===== src/rtl/snake_move.sv =====
// snake_move: grid snake movement engine with wall/self collision, food and occupancy query
`timescale 1ns/100ps
module snake_move #(
  parameter int GRID_W = 40,
  parameter int GRID_H = 30,
  parameter int MAX_LEN = 16,
  parameter int INIT_LEN = 3,
  parameter int STEP_CYCLES = 12_500_000
) (
  input  logic       clk,
  input  logic       rst_n,
  input  logic [3:0] direction,
  input  logic [5:0] food_x,
  input  logic [4:0] food_y,
  input  logic       restart,
  input  logic [5:0] q_x,
  input  logic [4:0] q_y,
  output logic       q_hit,
  output logic       q_head,
  output logic [5:0] head_x,
  output logic [4:0] head_y,
  output logic [4:0] length,
  output logic       step,
  output logic       ate,
  output logic       game_over
);
  localparam int CW = STEP_CYCLES > 1 ? $clog2(STEP_CYCLES) : 1;
  typedef enum logic {PLAY, OVER} state_t;
  state_t state, state_nx;
  logic [CW-1:0] cnt;
  logic [3:0] dir, dir_nx;
  logic [5:0] seg_x [MAX_LEN];
  logic [4:0] seg_y [MAX_LEN];
  logic [5:0] nx;
  logic [4:0] ny;
  logic init, tick, rev, wall, eat, self_hit, collide;
  assign init = !rst_n || restart;
  assign tick = state == PLAY && cnt == CW'(STEP_CYCLES - 1);
  assign rev = direction == {dir[2], dir[3], dir[0], dir[1]};
  assign dir_nx = $onehot(direction) && !rev ? direction : dir;
  assign head_x = seg_x[0];
  assign head_y = seg_y[0];
  assign nx = dir_nx[0] ? head_x + 6'd1 : dir_nx[1] ? head_x - 6'd1 : head_x;
  assign ny = dir_nx[2] ? head_y + 5'd1 : dir_nx[3] ? head_y - 5'd1 : head_y;
  // edge tests use the pre-move coordinate so nothing wraps
  assign wall = (dir_nx[0] && head_x == 6'(GRID_W - 1)) || (dir_nx[1] && head_x == 6'd0) ||
                (dir_nx[2] && head_y == 5'(GRID_H - 1)) || (dir_nx[3] && head_y == 5'd0);
  assign eat = nx == food_x && ny == food_y;
  assign collide = wall || self_hit;
  assign game_over = state == OVER;
  assign q_head = q_x == head_x && q_y == head_y;
  always_comb begin
    self_hit = 1'b0;
    q_hit = 1'b0;
    for (int i = 0; i < MAX_LEN; i++) begin
      if (5'(i) < length && (eat || 5'(i) != length - 5'd1) && seg_x[i] == nx && seg_y[i] == ny) self_hit = 1'b1;
      if (5'(i) < length && seg_x[i] == q_x && seg_y[i] == q_y) q_hit = 1'b1;
    end
  end
  always_comb state_nx = tick && collide ? OVER : state;
  always_ff @(posedge clk) state <= init ? PLAY : state_nx;
  always_ff @(posedge clk) begin
    if (init) begin
      cnt <= '0;
      dir <= 4'b0100;
      length <= 5'(INIT_LEN);
      step <= 1'b0;
      ate <= 1'b0;
      for (int i = 0; i < MAX_LEN; i++) begin
        seg_x[i] <= 6'(GRID_W / 2);
        seg_y[i] <= 5'(GRID_H / 2 - i);
      end
    end else begin
      cnt <= state == OVER || tick ? '0 : cnt + CW'(1);
      step <= tick && !collide;
      ate <= tick && !collide && eat;
      if (tick) dir <= dir_nx;
      if (tick && !collide) begin
        seg_x[0] <= nx;
        seg_y[0] <= ny;
        for (int i = 1; i < MAX_LEN; i++) begin
          seg_x[i] <= seg_x[i-1];
          seg_y[i] <= seg_y[i-1];
        end
        if (eat && length < 5'(MAX_LEN)) length <= length + 5'd1;
      end
    end
  end
endmodule

===== config.mk =====
export PLATFORM = sky130hd
export DESIGN_NAME = snake_move
export DESIGN_NICKNAME = d
export VERILOG_FILES = /design/src/rtl/snake_move.sv
export SDC_FILE = /design/constraint.sdc
export NUM_CORES = 1
export LEC_CHECK = 0
export CAP_MARGIN = 25
export CORE_MARGIN = 5
export CORE_UTILIZATION = 61
export DETAILED_ROUTE_END_ITERATION = 10
export PLACE_DENSITY_LB_ADDON = 0.15
export SKIP_LAST_GASP = 1
export SLEW_MARGIN = 20
export SYNTH_ARGS = -nofsm -noshare
export SYNTH_HDL_FRONTEND = slang
export SYNTH_SLANG_ARGS = --single-unit

===== constraint.sdc =====
create_clock -name clk -period 32.5 [get_ports clk]
set_clock_uncertainty 0.2 [all_clocks]
set_input_delay 9.75 -clock clk [delete_from_list [all_inputs] [get_ports clk]]
set_output_delay 9.75 -clock clk [all_outputs]
set_load 0.005 [all_outputs]

==> impl_metrics.tcl, run 1 <==
set metrics [dict create \
    status "finished, final reports clean" \
    syn_avg_cell_area_um2 10.3 \
    vias_per_cell 6.36 \
    wl_per_cell_um 25.7 \
    synth_edf_count 176 \
    synthToLayoutAreaGrowth_pct 10.1 \
    period_share 0.702 \
    drc 0 \
    core_um2 23600 \
    worst_pin_slew_ps 1130 \
    insertion_delay_ps 530 \
    min_period_ps 22810 \
    cpPeakStageDelay_ps 1220 \
    grtUsageTotal 0.334 \
    synthesis.area_um2 14700 \
    die_w_um 165 \
    start_util 0.623 \
    cts.path.max_buffers 3 \
    place_area_um2 15400 \
    synth_top_area_cell "edfxtp_1" \
    io_buffer_count 49 \
    fmax_ghz 0.0438 \
    ys_warn_count 0 \
    path_clk_slew_ps 60 \
    grt_pass1_wl_mm 67.9 \
    cp_slowest_cell "clkdlybuf4s50_1" \
    io_pins 50 \
    wl_mm 45.7 \
    fin_hold_ws_ps 259 \
    gp_congestion 0.987 \
    cts_tree "yes" \
    rows 56 \
    h-tree-depth 1 \
    cp_cell_sequence "clkdlybuf4s50_1 -> xnor2_1 -> nand3_1 -> nor4_1 -> a31oi_1 -> nand4_1 -> or4_1 -> clkdlybuf4s50_1" \
    antenna_found_initial 1 \
    postCtsHoldBufs 0 \
    path_common_cell "clkdlybuf4s50_1" \
    min_path_type "flip-flop to flip-flop" \
    grt_max_degree 109 \
    drv_slew 0 \
    cts_resized 0 \
    dp.final_hpwl_mm 32.4 \
    layout_commonest_cell "xnor2_1" \
    first_pass_iters 5 \
    endpoint_kind "output port" \
    cp_top_family "buffers and inverters" \
    yosysTopAreaCellShare 0.359 \
    detail-route-antenna-nets 0 \
    async_flop_share 0 \
    crit_path_start_kind "primary input" \
    vias 11304 \
    final_cell_mix "xnor2_1, edfxtp_1, xor2_1" \
    first_global_vias 11202 \
    grt-ovfl-total 0 \
    dieArea_um2 27300 \
    synth_cell_type_count 79 \
    finalPower_uw 710 \
    synth-seq-cells 212 \
    drtIter0Drc 1376 \
    setup_viol 0 \
    syn-num-nets 1476 \
    diodes 0 \
    postCtsSetupBuffers 0 \
    crit_buf_inv 2 \
    stdcell_area_um2 16200 \
    vdd_drop_max_uv 41.8 \
    cts_buffers 24 \
    seq_area_frac_synth 0.408 \
    power_density_nw_per_um2 43.8 \
    relSlewSlack 0.242 \
    cp_max_fo 16 \
    layout-drive-gt1-share 0.0652 \
    cts_root_buffer "clkbuf_16" \
    worst_ep_arrival_time_ps 12860 \
    hold_viol 0 \
    synth_area_leaders "edfxtp_1, xnor2_1, xor2_1" \
    critical_path_class "primary input to output port" \
    finalSetupTns_ps 0 \
    clock_sinks 212 \
    final_nets 1486 \
    chipHeight_um 165 \
    power.leakage_uw 0.00569 \
    syn_inst 1430 \
    rsz0062_at_grt "no" \
    maxCapViolCount 0 \
    synth_top_flop_cell "edfxtp_1" \
    cp.required_ps 22550 \
]
[cell type report]
| class | instances | area [µm²] |
|---|---|---|
| multi-input combinational | 1097 | 8190 |
| fill | 1840 | 7420 |
| sequential | 212 | 6010 |
| timing repair buffer | 82 | 766 |
| clock buffer | 32 | 651 |
| tap | 319 | 399 |
| clock inverter | 12 | 96.3 |
| inverter | 23 | 86.3 |
[state kept, by name (all words and copies together) (netlist names)]
signal / cells
ate: 1
cnt: 24
dir: 4
game_over: 1
length: 5
seg_x: 96
seg_y: 80
step: 1
[metal layers]
metal | global-route usage | routed length [µm] | share of wire | up-vias
met1 | 0.423 | 17300 | 0.38 | 5490
met4 | 0.182 | 3050 | 0.067 | 2
met5 | 0 | 13 | 0.00028 | -
met2 | 0.547 | 21200 | 0.46 | 626
li1 | - | - | - | 5010
met3 | 0.0578 | 4160 | 0.091 | 176
[worst paths after layout]
check / end / depth (start not counted) / slack, ps / from
min reg2reg: cnt[0]$_SDFF_PP0_ / 1 / 260 / cnt[0]$_SDFF_PP0_
max: q_hit / 8 / 9690 / q_y[0]
min: cnt[0]$_SDFF_PP0_ / 1 / 260 / cnt[0]$_SDFF_PP0_
max reg2reg: seg_y[3][6]$_SDFFCE_PN0P_ / 16 / 25240 / dir[0]$_SDFFE_PP0P_
[metrics by stage]
| stage | utilization | cells | worst slack [ps] |
|---|---|---|---|
| after floorplan | - | 1430 | 11030 |
| after global placement | 0.652 | 1731 | 9760 |
| after detailed placement | 0.652 | 1731 | 9730 |
| after CTS | 0.684 | 1775 | 9740 |
| after global routing | 0.686 | 1777 | 9550 |
| final | 0.686 | 1777 | 9690 |
[synth_stat cells, drive strengths merged, types with 3 or more instances]
cell type and n:
nand2b 69, nor2b 12, dfxtp 36, a32oi 3, nand3 48, nor3 25
edfxtp 176, o22ai 3, clkbuf 49, xnor3 15, or4 10, xor2 159
or3 9, o21ai 27, nand4 53, buf 49, and4 9, nand2 51
nor2 60, mux2i 7, a2111oi 9, a31o 3, a31oi 14, ha 16
a21oi 26, nor3b 3, and3 14, a211oi 10, and2 116, inv 22
or2 3, o211ai 5, nor4 43, xnor2 238, a21boi 3
[worst reg2reg max path, cell delays in order, from the launching register on]
cell	delay, ps
dfxtp_1	510
xor2_1	220
or4_4	710
nand3_1	220
a21boi_1	220
nor2_2	800
xnor3_1	260
a2111oi_0	120
nand4_1	330
a31oi_1	170
a2111oi_0	540
nand3_1	260
nor2_1	320
a21o_4	430
buf_4	760
buf_4	470
buf_16	320
[cells by family after synthesis]
family / synth area share
flops: 0.408
xor+xnor: 0.262
buf+inv: 0.0379
fa+ha+maj: 0.0150
mux: 0.00553
simple gates: 0.210
compound gates: 0.0617
[where the power goes]
group          internal [µW]  switching (µW)  total [µW]
Combinational           53.6            76.1         130
Sequential               304            15.0         319
Clock                    149             112         261
Total                    507             203         710
Note: power is estimated with default switching activity, not from simulation.
==> run 2, diff against run 1 <==
==> constraint.sdc (replaced) <==
create_clock -name clk -period 23.9 [get_ports clk]
set_clock_uncertainty 0.2 [all_clocks]
set_input_delay 7.17 -clock clk [delete_from_list [all_inputs] [get_ports clk]]
set_output_delay 7.17 -clock clk [all_outputs]
set_load 0.005 [all_outputs]
==> impl_metrics.tcl, run 2 (synthesized netlist as in run 1, its figures left out) <==
set metrics [dict create \
    worst_ep_arrival_time_ps 10160 \
    critical_path_class "primary input to output port" \
    cp_max_fo 10 \
    wl_per_cell_um 25.7 \
    maxCapViolCount 0 \
    clock_sinks 212 \
    vias_per_cell 6.31 \
    min_path_type "flip-flop to flip-flop" \
    largest_reg_flops 96 \
    postCtsHoldBufs 0 \
    insertion_delay_ps 550 \
    vias 11206 \
    relSlewSlack 0.217 \
    final_cell_mix "xnor2_1, edfxtp_1, xor2_1" \
    antenna_found_initial 0 \
    power.leakage_uw 0.00571 \
    period_share 0.734 \
    cts_buffers 25 \
    h-tree-depth 1 \
    rsz0062_at_grt "no" \
    nFillCells 1841 \
    start_util 0.623 \
    reg2reg_slack_ps 17190 \
    largest_register "seg_x" \
    min_period_ps 17530 \
    drv_slew 0 \
    finalSetupTns_ps 0 \
    final_nets 1487 \
    fmax_ghz 0.0570 \
    endpoint_kind "output port" \
    postCtsSetupBuffers 0 \
    layout-drive-gt1-share 0.0665 \
    grt_pass1_wl_mm 67.4 \
    drc 0 \
    cts_root_buffer "clkbuf_16" \
    layout_commonest_cell "xnor2_1" \
    cts_tree "yes" \
    worst_pin_slew_ps 1150 \
    drtIter0Drc 1314 \
    io_pins 50 \
    cp.required_ps 16530 \
    first_global_vias 10876 \
    crit_path_start_kind "primary input" \
    core_um2 23600 \
    largest_registers "seg_x: 96 flops, seg_y: 80 flops, cnt: 24 flops" \
    grt_max_degree 109 \
    dp.final_hpwl_mm 32.2 \
    first_pass_iters 6 \
    io_buffer_count 49 \
    wl_mm 45.7 \
    cts_resized 0 \
    chipHeight_um 165 \
    rows 56 \
    path_clk_slew_ps 60 \
    grtUsageTotal 0.334 \
    power_density_nw_per_um2 61.1 \
    gp_congestion 1.01 \
    cts.path.max_buffers 3 \
    status "finished, final reports clean" \
    detail-route-antenna-nets 0 \
    final_core_util 0.688 \
    dieArea_um2 27300 \
    finalPower_uw 994 \
    setup_viol 0 \
    vdd_drop_max_uv 64.3 \
    die_w_um 165 \
    diodes 0 \
    hold_viol 0 \
    grt-ovfl-total 0 \
    synthToLayoutAreaGrowth_pct 10.5 \
]
[run 2: cell count changes in the layout (fill, tap and decap cells not counted), sizes merged]
cell      previous run  this run
bufinv               1         3
clkbuf              32        27
clkinvlp             1         3
inv                 22        23
[run 2: cell type report]
class / count / area (µm²) / share of cell area
Clock buffer: 27 / 633 / 0.0389
Clock inverter: 17 / 179 / 0.0110
Inverter: 23 / 86.3 / 0.00531
Multi-Input combinational cell: 1097 / 8190 / 0.504
Sequential cell: 212 / 6010 / 0.369
Tap cell: 319 / 399 / 0.0246
Timing Repair Buffer: 82 / 761 / 0.0468
[run 2: path summary, 6_finish.rpt]
check | start | to | cells after the start
worst max-delay path | q_x[5] | q_hit | 9
worst min-delay path | cnt[0]$_SDFF_PP0_ | cnt[0]$_SDFF_PP0_ | 1
worst min register to register | cnt[0]$_SDFF_PP0_ | cnt[0]$_SDFF_PP0_ | 1
worst max register to register | dir[0]$_SDFFE_PP0P_ | seg_x[1][23]$_SDFFCE_PN0P_ | 14
[run 2: per-layer routing]
layer  track usage  wire length [µm]
met1         0.426             17400
met4         0.172              2940
met2         0.548             21400
met5             0                 0
met3        0.0556              3900
[run 2: critical path, cell delays in order]
cell,delay [ps]
clkdlybuf4s50_1,780
buf_8,240
xnor2_1,130
nand4_1,90
nor4_1,750
a31oi_1,110
nand4_1,160
or4_1,200
clkdlybuf4s50_1,530
[run 2: power breakdown]
part / internal (µW) / switching (µW) / leakage (µW)
combinational: 72.5 / 103 / 0.00329
clock: 224 / 160 / 0.000393
sequential: 414 / 20.7 / 0.00203
[run 2: stage by stage]
stage / instances / worst slack [ps] / cell area, µm² / hold WS [ps]
final: 1777 / 6370 / 16300 / 268
after global placement: 1730 / 6310 / 15400 / 242
after floorplan: 1430 / 7590 / 14700 / 230
after detailed placement: 1730 / 6290 / 15400 / 252
after global routing: 1777 / 6330 / 16300 / 298
after CTS: 1774 / 6280 / 16200 / 274
